--- config.mk ---
export PLATFORM = sky130hd
export DESIGN_NAME = ex_div
export DESIGN_NICKNAME = d
export VERILOG_FILES = /design/src/rtl/ex_div.sv
export SDC_FILE = /design/constraint.sdc
export NUM_CORES = 1
export LEC_CHECK = 0
export ABC_AREA = 1
export CAP_MARGIN = 0
export CORE_MARGIN = 4
export CORE_UTILIZATION = 45
export DETAILED_ROUTE_END_ITERATION = 6
export GPL_ROUTABILITY_DRIVEN = 0
export PLACE_DENSITY = 0.77
export SLEW_MARGIN = 10
export SYNTH_ARGS = -nofsm -noshare
export SYNTH_HDL_FRONTEND = slang
export SYNTH_SLANG_ARGS = --single-unit
--- constraint.sdc ---
create_clock -name clk -period 6.3 [get_ports clk]
set_input_delay 0.945 -clock clk [delete_from_list [all_inputs] [get_ports clk]]
set_output_delay 0.945 -clock clk [all_outputs]
set_load 0.01 [all_outputs]
--- src/rtl/ex_div.sv ---
// ex_div: multi-cycle radix-2 restoring divider for DIV/DIVU in the EX stage.
// Produces {remainder, quotient} one quotient bit per cycle and stalls the pipeline while busy.
module ex_div #(
    parameter int WIDTH = 32
) (
    input  logic               clk,
    input  logic               rst,
    input  logic               div_start_i,
    input  logic               signed_div_i,
    input  logic [WIDTH-1:0]   opdata1_i,
    input  logic [WIDTH-1:0]   opdata2_i,
    input  logic               annul_i,
    output logic [2*WIDTH-1:0] result_o,
    output logic               ready_o,
    output logic               stallreq_o
);

    localparam int CW = $clog2(WIDTH + 1);
    localparam logic [CW-1:0] LAST_ITER = CW'(WIDTH - 1);

    typedef enum logic [1:0] {
        S_IDLE,
        S_DIVZERO,
        S_ON,
        S_END
    } state_t;

    state_t             r_state;
    state_t             w_nextState;

    logic [CW-1:0]      r_count;
    logic [WIDTH-1:0]   r_quot;
    logic [WIDTH-1:0]   r_rem;
    logic [WIDTH-1:0]   r_divisor;
    logic               r_negQ;
    logic               r_negR;
    logic [2*WIDTH-1:0] r_result;
    logic               r_ready;

    logic               w_neg1;
    logic               w_neg2;
    logic [WIDTH-1:0]   w_abs1;
    logic [WIDTH-1:0]   w_abs2;
    logic [WIDTH:0]     w_shifted;
    logic [WIDTH:0]     w_diff;
    logic               w_borrow;
    logic [WIDTH-1:0]   w_remNext;
    logic [WIDTH-1:0]   w_quotNext;
    logic [WIDTH-1:0]   w_qFinal;
    logic [WIDTH-1:0]   w_rFinal;
    logic               w_lastIter;

    // Signed operands are reduced to magnitudes; 0x80000000 maps cleanly onto unsigned 2^31.
    assign w_neg1 = signed_div_i & opdata1_i[WIDTH-1];
    assign w_neg2 = signed_div_i & opdata2_i[WIDTH-1];
    assign w_abs1 = w_neg1 ? -opdata1_i : opdata1_i;
    assign w_abs2 = w_neg2 ? -opdata2_i : opdata2_i;

    // Partial remainder stays below the divisor, so the top bit of the
    // (WIDTH+1)-bit difference is an exact borrow flag.
    assign w_shifted  = {r_rem, r_quot[WIDTH-1]};
    assign w_diff     = w_shifted - {1'b0, r_divisor};
    assign w_borrow   = w_diff[WIDTH];
    assign w_remNext  = w_borrow ? w_shifted[WIDTH-1:0] : w_diff[WIDTH-1:0];
    assign w_quotNext = {r_quot[WIDTH-2:0], ~w_borrow};
    assign w_qFinal   = r_negQ ? -w_quotNext : w_quotNext;
    assign w_rFinal   = r_negR ? -w_remNext : w_remNext;
    assign w_lastIter = (r_count == LAST_ITER);

    always_ff @(posedge clk or negedge rst) begin
        if (!rst) begin
            r_state <= S_IDLE;
        end else begin
            r_state <= w_nextState;
        end
    end

    always_comb begin
        w_nextState = r_state;
        case (r_state)
            S_IDLE: begin
                if (div_start_i) begin
                    w_nextState = (opdata2_i == '0) ? S_DIVZERO : S_ON;
                end
            end
            S_DIVZERO: w_nextState = S_END;
            S_ON: begin
                if (w_lastIter) begin
                    w_nextState = S_END;
                end
            end
            S_END: begin
                if (!div_start_i) begin
                    w_nextState = S_IDLE;
                end
            end
            default: w_nextState = S_IDLE;
        endcase
        if (annul_i) begin
            w_nextState = S_IDLE;
        end
    end

    always_ff @(posedge clk or negedge rst) begin
        if (!rst) begin
            r_count   <= '0;
            r_quot    <= '0;
            r_rem     <= '0;
            r_divisor <= '0;
            r_negQ    <= 1'b0;
            r_negR    <= 1'b0;
            r_result  <= '0;
            r_ready   <= 1'b0;
        end else if (annul_i) begin
            r_count  <= '0;
            r_result <= '0;
            r_ready  <= 1'b0;
        end else begin
            case (r_state)
                S_IDLE: begin
                    r_result <= '0;
                    r_ready  <= 1'b0;
                    if (div_start_i) begin
                        r_quot    <= w_abs1;
                        r_divisor <= w_abs2;
                        r_rem     <= '0;
                        r_negQ    <= w_neg1 ^ w_neg2;
                        r_negR    <= w_neg1;
                        r_count   <= '0;
                    end
                end
                S_DIVZERO: begin
                    r_result <= '0;
                    r_ready  <= 1'b1;
                end
                S_ON: begin
                    r_rem  <= w_remNext;
                    r_quot <= w_quotNext;
                    if (w_lastIter) begin
                        r_count  <= '0;
                        r_result <= {w_rFinal, w_qFinal};
                        r_ready  <= 1'b1;
                    end else begin
                        r_count <= r_count + CW'(1);
                    end
                end
                S_END: begin
                    if (!div_start_i) begin
                        r_result <= '0;
                        r_ready  <= 1'b0;
                    end
                end
                default: begin
                    r_result <= '0;
                    r_ready  <= 1'b0;
                end
            endcase
        end
    end

    assign result_o   = r_result;
    assign ready_o    = r_ready;
    assign stallreq_o = div_start_i & ~r_ready;

endmodule
==> flow_summary.toml, run 1 <==
[timing]
rsz0062_at_grt = "no"
whs_ns = 0.483
clock_skew_ns = 0.0110
finalHoldViolations = 0
slew_viol_final = 0
fin_crit_sh = 0.725
setup_tns_ns = 0
min_period_ns = 4.56
tightest_slew_ns = 1.14
relSlewSlack = 0.241
clock.fmax_mhz = 219
setup_viol = 0

[routing]
dr.pass1.iters = 7
drc = 9
wl_per_cell_um = 15.7
met3_length_um = 2470
routed_via_density = 5.47
wl_met2_um = 17400
drt-met1-wl_um = 16300
top_layer = "met4"
detail-route-antenna-nets = 0
drt_wl_total_um = 37600
initialDrtViolationCount = 1387
via_count = 13100

[clock_tree]
cts_sinks = 171
cts_max_path_buffers = 2
ctsResizeCount = 0
insertion_delay_ns = 0.44
path_clk_slew_ns = 0.08
cts_tree = "built"
numCtsBuffers = 17
postCtsSetupRepairBufs = 0
postCtsHoldBufs = 0
clockRootBuffer = "clkbuf_16"
htree_levels = 4

[cells_and_area]
layout_common_cells = "nand2_1, inv_1, dfrtp_1, o21ai_0, nor2_1"
syn_to_final_growth_pct = 17.1
num-nets-final = 2117
drive_above_1_share = 0.0545
final_util = 0.537
num-fill-cells = 2706
diodes = 0
final_common_cell = "nand2_1"

[setup_path]
slowest_stage = "fa_1"
rr_worst_depth = 26
crit_cells = 26
critical_path_class = "flip-flop to flip-flop"
r2r_end = "result_o[28]$_DFFE_PN0P_"
timing.rr.start = "r_quot[31]$_DFFE_PN0P_"
cp_top_family = "simple AND/OR/NAND/NOR gates"
end_kind = "flip-flop"
r2r_setup_slack_ns = 1.74
worst-path-buf-inv = 3
crit_arrival_ns = 4.90
crit_path_frequent_cell = "nand2_1"
crit_required_ns = 6.64
slowest_delay_ns = 0.43
critPathMaxFanout = 34
startpoint_type = "flip-flop"

[job]
max_cap_violations = 0

[global_routing]
grt_max_degree = 75
grt_use_total = 0.240
grt_pass1_vias = 12500
grt_pass1_wl_um = 61700
grt.overflow.total = 0
antenna_found_initial = 0

[synth]
synth_area_mm2 = 0.0128
ys_warn_count = 0
seq_area_frac_synth = 0.334
synth.distinct_cells = 53
async_flop_share = 1.00
synth_edf_count = 0
postSynthAreaPerCell_um2 = 6.74
synth-main-ff-cell = "dfrtp_1"
synth_cells = 1903
syn-num-nets = 2014
synth-seq-cells = 171

[min_path]
whs_path_depth = 2
hold_class = "flip-flop to flip-flop"
holdPathEnd = "result_o[54]$_DFFE_PN0P_"
holdCritStartpoint = "result_o[54]$_DFFE_PN0P_"

[power_and_ir_drop]
p_total_mw = 8.91
max-vdd-ir-drop_uv = 328
leakage_nw = 7.51
power.density_mw_per_mm2 = 594

[floorplan]
die_width_um = 177
fp-row-count = 61
ioPinCount = 135
die_area_mm2 = 0.0313
start_util = 0.459
core_mm2 = 0.0279
dieHeight_um = 177

[placement]
dp_hpwl_um = 29200
portBuffers = 134

[status]
violations = "DRC"
outcome = "finished with violations"
-- sequential cells by signal, summed over array words and instances, names as in the netlist --
register	count
r_count	6
r_divisor	32
r_negQ	1
r_negR	1
r_quot	32
r_rem	32
r_state	2
ready_o	1
result_o	64
-- per-layer routing --
layer  vias to the layer above  global-route usage
met5                         -                   0
met4                         0              0.0945
met3                       100              0.0417
met2                       528               0.388
met1                      6079               0.321
li1                       6413                   -
-- synth_stat cells (2+ instances only) --
library cell,number,area share
dfrtp_1,171,0.33
buf_1,5,0.0015
and2_1,2,0.00098
nor2_2,7,0.0034
nor2_1,164,0.048
o21ai_1,11,0.0043
xor2_1,47,0.032
a21oi_2,2,0.0014
nand4_1,17,0.0083
nand2_1,544,0.16
buf_2,2,0.00078
a32o_1,5,0.0039
nand2_2,29,0.014
o31ai_1,5,0.0029
nor3_1,28,0.011
nor4_1,14,0.0068
buf_6,3,0.0026
inv_1,250,0.073
o21ai_2,5,0.0034
a22o_1,3,0.0020
o22ai_1,31,0.015
a21oi_1,82,0.032
o21bai_1,7,0.0041
a22oi_1,2,0.0012
a21o_1,2,0.0012
o21a_1,2,0.0012
buf_4,3,0.0018
nand3b_1,8,0.0047
a31oi_1,4,0.0020
o21ai_4,2,0.0025
o21ai_0,166,0.065
nand3_1,116,0.045
nand3_2,3,0.0023
buf_8,2,0.0023
xnor2_1,23,0.016
clkbuf_1,45,0.013
or2_2,4,0.0020
o221ai_1,3,0.0020
o211ai_1,22,0.013
a21oi_4,3,0.0038
nand2_4,6,0.0053
nand3_4,2,0.0027
ha_1,41,0.040
-- cell type report --
class / count / area (um^2) / share of cell area
Multi-Input combinational cell: 1421 / 7320 / 0.488
Sequential cell: 171 / 4280 / 0.285
Timing Repair Buffer: 144 / 1420 / 0.0944
Inverter: 251 / 942 / 0.0628
Tap cell: 378 / 473 / 0.0315
Clock buffer: 19 / 443 / 0.0295
Clock inverter: 13 / 139 / 0.00925
-- how the worst max path moves through the flow --
| stage | startpoint | end |
|---|---|---|
| floorplan | r_quot[31]$_DFFE_PN0P_ | result_o[28]$_DFFE_PN0P_ |
| global placement | r_quot[31]$_DFFE_PN0P_ | result_o[28]$_DFFE_PN0P_ |
| detailed placement | r_quot[31]$_DFFE_PN0P_ | result_o[28]$_DFFE_PN0P_ |
| CTS | r_quot[31]$_DFFE_PN0P_ | result_o[28]$_DFFE_PN0P_ |
| global route | r_quot[31]$_DFFE_PN0P_ | result_o[28]$_DFFE_PN0P_ |
| finish | r_quot[31]$_DFFE_PN0P_ | result_o[28]$_DFFE_PN0P_ |
-- cells by family (layout without fill, tap and decap cells) --
logic type | Yosys count | count (layout) | share of synthesized area
fa+ha+maj | 42 | 42 | 0.0416
buf+inv | 311 | 427 | 0.0956
compound gates | 358 | 358 | 0.161
simple gates | 951 | 951 | 0.320
flops | 171 | 171 | 0.334
xor+xnor | 70 | 70 | 0.0478
-- power breakdown --
| part | internal, mW | switching [mW] | total, mW |
|---|---|---|---|
| sequential | 1.51 | 0.389 | 1.90 |
| combinational | 2.01 | 3.95 | 5.96 |
| clock | 0.542 | 0.512 | 1.05 |
| total | 4.06 | 4.85 | 8.91 |
-- worst min-delay path: stages, from the launching register on --
cell and delay (ns):
dfrtp_1 0.35, nand2_1 0.06, nand2_1 0.05
-- through the flow --
stage / setup WS, ns / area, um^2 / cells
3_5_place_dp: 1.86 / 14400 / 2365
6_report: 1.74 / 15000 / 2397
4_1_cts: 1.81 / 15000 / 2397
5_1_grt: 1.37 / 15000 / 2397
2_1_floorplan: 2.47 / 12800 / 1903
3_3_place_gp: 2.04 / 14400 / 2365
No activity file was read; power rests on OpenSTA's default activity.
==> run 2, diff against run 1 <==
- PLACE_DENSITY: 0.77 -> 0.79
- clock period: 6.3 -> 3.9 ns (I/O delays scaled with it)
==> run 2 against run 1 <==
The flow now finishes without violations. Count of clock-buffer cells in the layout down 1. Die area unchanged. Flip-flop and latch count unchanged. Final area up 2.1%. Final cell count up 1.0%. Worst hold slack worse by 0.39 ns. Setup slack worse by 1.5 ns. Critical path type unchanged. Global-route usage up 0.61 points. Wire length up 3.5%. Register-to-register slack worse by 1.5 ns.
==> flow_summary.toml, run 2 (synthesized netlist as in run 1, its figures left out) <==
[status]
outcome = "completed"

[setup_path]
cp_top_family = "simple AND/OR/NAND/NOR gates"
crit_path_frequent_cell = "nand2_1"
critPathMaxFanout = 4
crit_required_ns = 4.23
timing.rr.start = "r_quot[31]$_DFFE_PN0P_"
critical_path_class = "flip-flop to flip-flop"
rr_worst_depth = 26
slowest_delay_ns = 0.37
r2r_end = "result_o[28]$_DFFE_PN0P_"
r2r_setup_slack_ns = 0.19
startpoint_type = "flip-flop"
slowest_stage = "fa_2"
end_kind = "flip-flop"
crit_arrival_ns = 4.04
worst-path-buf-inv = 3

[cells_and_area]
final_common_cell = "nand2_1"
num-fill-cells = 2624
drive_above_1_share = 0.0710
multi_input_area_mm2 = 0.00738
syn_to_final_growth_pct = 19.6
largest_reg_flops = 64
diodes = 0
instances_no_fill = 2421
stdcell_area_mm2 = 0.0153
regArea_mm2 = 0.00428
layout_common_cells = "nand2_1, inv_1, dfrtp_1, o21ai_0, nor2_1"
num-nets-final = 2141

[global_routing]
grt_use_total = 0.246
grt_pass1_wl_um = 63000
antenna_found_initial = 0
grt.overflow.total = 0
grt_max_degree = 92
grt_pass1_vias = 12500

[clock_tree]
clockRootBuffer = "clkbuf_16"
numCtsBuffers = 17
cts_tree = "built"
htree_levels = 4
insertion_delay_ns = 0.44
path_clk_slew_ns = 0.08
cts_max_path_buffers = 2
postCtsHoldBufs = 0
cts_sinks = 171

[routing]
drc = 0
dr.pass1.iters = 7
routed_via_density = 5.50
wl_per_cell_um = 16.1
via_count = 13300
initialDrtViolationCount = 1297
drt_wl_total_um = 38900
detail-route-antenna-nets = 0

[power_and_ir_drop]
max-vdd-ir-drop_uv = 555
leakage_nw = 7.65
comb_power_share = 0.674
p_int_mw = 6.85
power.density_mw_per_mm2 = 972
swShare = 0.541
p_sw_mw = 8.06
clockPowerShare = 0.120
power_frac_seq = 0.206

[job]
max_cap_violations = 0

[placement]
dp_hpwl_um = 29700
placed_cell_area_mm2 = 0.0146
place_inst = 2385
portBuffers = 134

[timing]
slew_viol_final = 0
finalHoldViolations = 0
clock.fmax_mhz = 269
clock_skew_ns = 0.0103
relSlewSlack = 0.300
min_period_ns = 3.71
setup_viol = 0
fin_crit_sh = 0.952
setup_tns_ns = 0
tightest_slew_ns = 1.05

[floorplan]
fp-row-count = 61
dieHeight_um = 177
die_area_mm2 = 0.0313
start_util = 0.459
die_width_um = 177
ioPinCount = 135
core_mm2 = 0.0279

[min_path]
hold_class = "primary input to async pin"
-- run 2: changes by cell type in the layout (fill, tap and decap cells not counted), sizes merged --
cell,delta
bufinv,+1
clkinv,+1
clkinvlp,+3
buf,+24
clkbuf,-1
inv,-4
-- run 2: layout make-up --
type,count,share of cell area
flip-flops and latches,171,0.279
clock inverters,14,0.0114
multi-input cells,1421,0.482
repair buffers,168,0.107
inverters,251,0.0614
well taps,378,0.0308
clock buffers,18,0.0286
-- run 2: how the worst max path moves through the flow --
stage	start	endpoint	slack (ns)	cells past startpoint
after floorplan	r_quot[31]$_DFFE_PN0P_	result_o[28]$_DFFE_PN0P_	0.07	27
after global placement	r_quot[31]$_DFFE_PN0P_	result_o[28]$_DFFE_PN0P_	0.13	26
after detailed placement	r_quot[31]$_DFFE_PN0P_	result_o[28]$_DFFE_PN0P_	0.06	26
after CTS	r_quot[31]$_DFFE_PN0P_	result_o[28]$_DFFE_PN0P_	0.02	26
after global routing	r_quot[31]$_DFFE_PN0P_	result_o[28]$_DFFE_PN0P_	-0.03	26
final	r_quot[31]$_DFFE_PN0P_	result_o[28]$_DFFE_PN0P_	0.19	26
-- run 2: worst reg2reg max path: stages, from the launching register on --
cell	delay, ns
dfrtp_1	0.36
inv_1	0.08
ha_1	0.14
inv_1	0.07
fa_2	0.37
nand2_1	0.07
nand2_1	0.09
nand3_1	0.09
nand2_1	0.07
nand2_1	0.07
nand2_2	0.07
nand2_4	0.12
nand3_4	0.10
nand2_8	0.10
ha_1	0.13
inv_1	0.07
nor3_4	0.21
nand3_2	0.15
nor4_4	0.27
nand3_2	0.12
nand2_2	0.12
o21ai_4	0.09
nor2_4	0.17
o21ai_2	0.09
a21oi_2	0.12
a21oi_1	0.07
a22o_1	0.18
-- run 2: repair_timing --
item | in CTS | in global routing
pin swaps | 0 | 7
endpoints found under the setup margin | 1 | 15
gates resized for setup | 1 | 16
buffers inserted | 0 | 4
-- run 2: metrics by stage --
stage / utilization / hold WS, ns / setup WS (ns) / total power [mW]
global placement: 0.523 / 0.462 / 0.127 / 12.5
CTS: 0.546 / 0.121 / 0.0171 / 14.6
global route: 0.549 / 0.134 / -0.0294 / 16.2
floorplan: - / 0.289 / 0.0718 / 9.94
detailed placement: 0.523 / 0.465 / 0.0645 / 12.7
finish: 0.549 / 0.0903 / 0.186 / 14.9
-- run 2: layer usage --
layer  global-route usage  part of all wire  vias up  wire [um]
met5                    0                 0        -          0
met4                0.101             0.043        0       1670
met3               0.0303             0.066      121       2570
met2                0.399              0.46      593      18000
met1                0.335              0.43     6138      16700
li1                     -                 -     6462          -
-- run 2: power by group through the flow --
stage	clock (mW)	combinational [mW]	sequential, mW
floorplan	0	6.97	2.96
global placement	0	9.46	3.03
detailed placement	0	9.67	3.06
CTS	1.79	9.76	3.04
global route	1.86	11.2	3.14
finish	1.79	10.1	3.07
==> run 3, diff against run 2 <==
- SLEW_MARGIN: 10 -> 40
==> run 3 against run 2 <==
Worst hold slack gained 0.00073 ns. Sequential power about the same. Clock power is essentially flat. Final area stayed put. Via count up 0.23%. Flip-flop and latch count is the same. Count of clock-buffer cells in the layout did not move. Largest cell class unchanged. Largest power group unchanged. Highest routed layer unchanged.
==> flow_summary.toml, run 3 (synthesized netlist as in run 1, its figures left out) <==
[clock_tree]
insertion_delay_ns = 0.44
cts_max_path_buffers = 2
path_clk_slew_ns = 0.08
cts_sinks = 171
cts_tree = "built"
clockRootBuffer = "clkbuf_16"
htree_levels = 4
numCtsBuffers = 17

[timing]
slew_viol_final = 0
tightest_slew_ns = 0.749
setup_ws_ns = 0.186
fin_crit_sh = 0.952
min_period_ns = 3.71
relSlewSlack = 0.501
finalHoldViolations = 0
clock_skew_ns = 0.0102
setup_viol = 0
clock.fmax_mhz = 269

[power_and_ir_drop]
comb_power_share = 0.674
p_total_mw = 14.9
clockPowerShare = 0.120
p_int_mw = 6.85
max-vdd-ir-drop_uv = 556
p_sw_mw = 8.07
power_frac_seq = 0.206
power.density_mw_per_mm2 = 973
leakage_nw = 7.65
swShare = 0.541

[setup_path]
critical_path_class = "flip-flop to flip-flop"
crit_required_ns = 4.23
crit_arrival_ns = 4.04
end_kind = "flip-flop"
critPathMaxFanout = 4
startpoint_type = "flip-flop"

[cells_and_area]
final_common_cell = "nand2_1"
num-nets-final = 2141
num-fill-cells = 2624
drive_above_1_share = 0.0720
largest_reg_flops = 64
layout_common_cells = "nand2_1, inv_1, dfrtp_1, o21ai_0, nor2_1"
final_util = 0.549
diodes = 0
syn_to_final_growth_pct = 19.6

[routing]
drt_wl_total_um = 39000
wl_per_cell_um = 16.1
drc = 0
wl_met2_um = 18000
routed_via_density = 5.51
top_layer = "met4"
via_count = 13300
drt-met1-wl_um = 16800
initialDrtViolationCount = 1294
dr.pass1.iters = 6
met3_length_um = 2520
detail-route-antenna-nets = 0

[status]
outcome = "completed"

[min_path]
hold_class = "primary input to async pin"

[global_routing]
grt_pass1_vias = 12500
antenna_found_initial = 0
grt_use_total = 0.246
grt_max_degree = 92
grt_pass1_wl_um = 63000
grt.overflow.total = 0

[floorplan]
ioPinCount = 135
start_util = 0.459
core_mm2 = 0.0279
dieHeight_um = 177
fp-row-count = 61
die_width_um = 177
die_area_mm2 = 0.0313

[placement]
dp_hpwl_um = 29700
portBuffers = 134
pre_cts_slack_ns = 0.0645

[job]
max_cap_violations = 0
[run 3: cell count changes in the layout (fill, tap and decap cells not counted), sizes merged]
cell	change
inv	+1
clkinv	-1
[run 3: stage by stage]
step / std cells / setup TNS (ns) / area (um^2) / hold WS, ns
3_3_place_gp: 2385 / 0 / 14600 / 0.462
6_report: 2421 / 0 / 15300 / 0.0910
4_1_cts: 2417 / 0 / 15200 / 0.121
5_1_grt: 2421 / -0.0573 / 15300 / 0.134
2_1_floorplan: 1903 / 0 / 12800 / 0.289
3_5_place_dp: 2385 / 0 / 14600 / 0.465
[run 3: worst paths after layout]
| check | from | endpoint | slack (ns) | cells past startpoint |
|---|---|---|---|---|
| min in group clk | result_o[61]$_DFFE_PN0P_ | result_o[61]$_DFFE_PN0P_ | 0.48 | 2 |
| max in group asynchronous | rst | result_o[11]$_DFFE_PN0P_ | 2.92 | 2 |
| worst min register to register | result_o[61]$_DFFE_PN0P_ | result_o[61]$_DFFE_PN0P_ | 0.48 | 2 |
| worst max-delay path | r_quot[31]$_DFFE_PN0P_ | result_o[28]$_DFFE_PN0P_ | 0.19 | 26 |
| worst max register to register | r_quot[31]$_DFFE_PN0P_ | result_o[28]$_DFFE_PN0P_ | 0.19 | 26 |
| worst min-delay path | rst | r_divisor[28]$_DFFE_PN0P_ | 0.09 | 1 |
[run 3: layout make-up]
type	count	area (um^2)	area share
Clock inverter	14	175	0.0114
Tap cell	378	473	0.0308
Inverter	251	942	0.0614
Multi-Input combinational cell	1421	7380	0.482
Clock buffer	18	439	0.0286
Sequential cell	171	4280	0.279
Timing Repair Buffer	168	1640	0.107
[run 3: worst max-delay path, stage by stage (launching register included)]
cell     delay [ns]
dfrtp_1        0.36
inv_1          0.08
ha_1           0.14
inv_1          0.07
fa_2           0.37
nand2_1        0.07
nand2_1        0.09
nand3_1        0.09
nand2_1        0.07
nand2_1        0.07
nand2_2        0.07
nand2_4        0.11
nand3_4        0.10
nand2_8        0.10
ha_1           0.13
inv_1          0.08
nor3_4         0.21
nand3_2        0.15
nor4_4         0.27
nand3_2        0.12
nand2_2        0.12
o21ai_4        0.09
nor2_4         0.16
o21ai_2        0.09
a21oi_2        0.12
a21oi_1        0.07
a22o_1         0.18
[run 3: timing repair]
action                     in CTS  in global routing
gates resized for setup         1                 16
hold buffers                    0                  0
buffers inserted                0                  4
pin swaps                       0                  7
cloned                          0                  0
setup endpoints to repair       1                 15
[run 3: routing by layer]
| metal | vias up | track usage |
|---|---|---|
| met4 | 0 | 0.101 |
| met5 | - | 0 |
| met3 | 127 | 0.0303 |
| met1 | 6157 | 0.335 |
| met2 | 598 | 0.399 |
| li1 | 6463 | - |
[run 3: power groups by stage]
stage | clock (mW) | sequential, mW | combinational (mW)
after floorplan | 0 | 2.96 | 6.97
after global placement | 0 | 3.03 | 9.46
after detailed placement | 0 | 3.06 | 9.67
after CTS | 1.79 | 3.04 | 9.76
after global routing | 1.86 | 3.14 | 11.2
final | 1.79 | 3.07 | 10.1
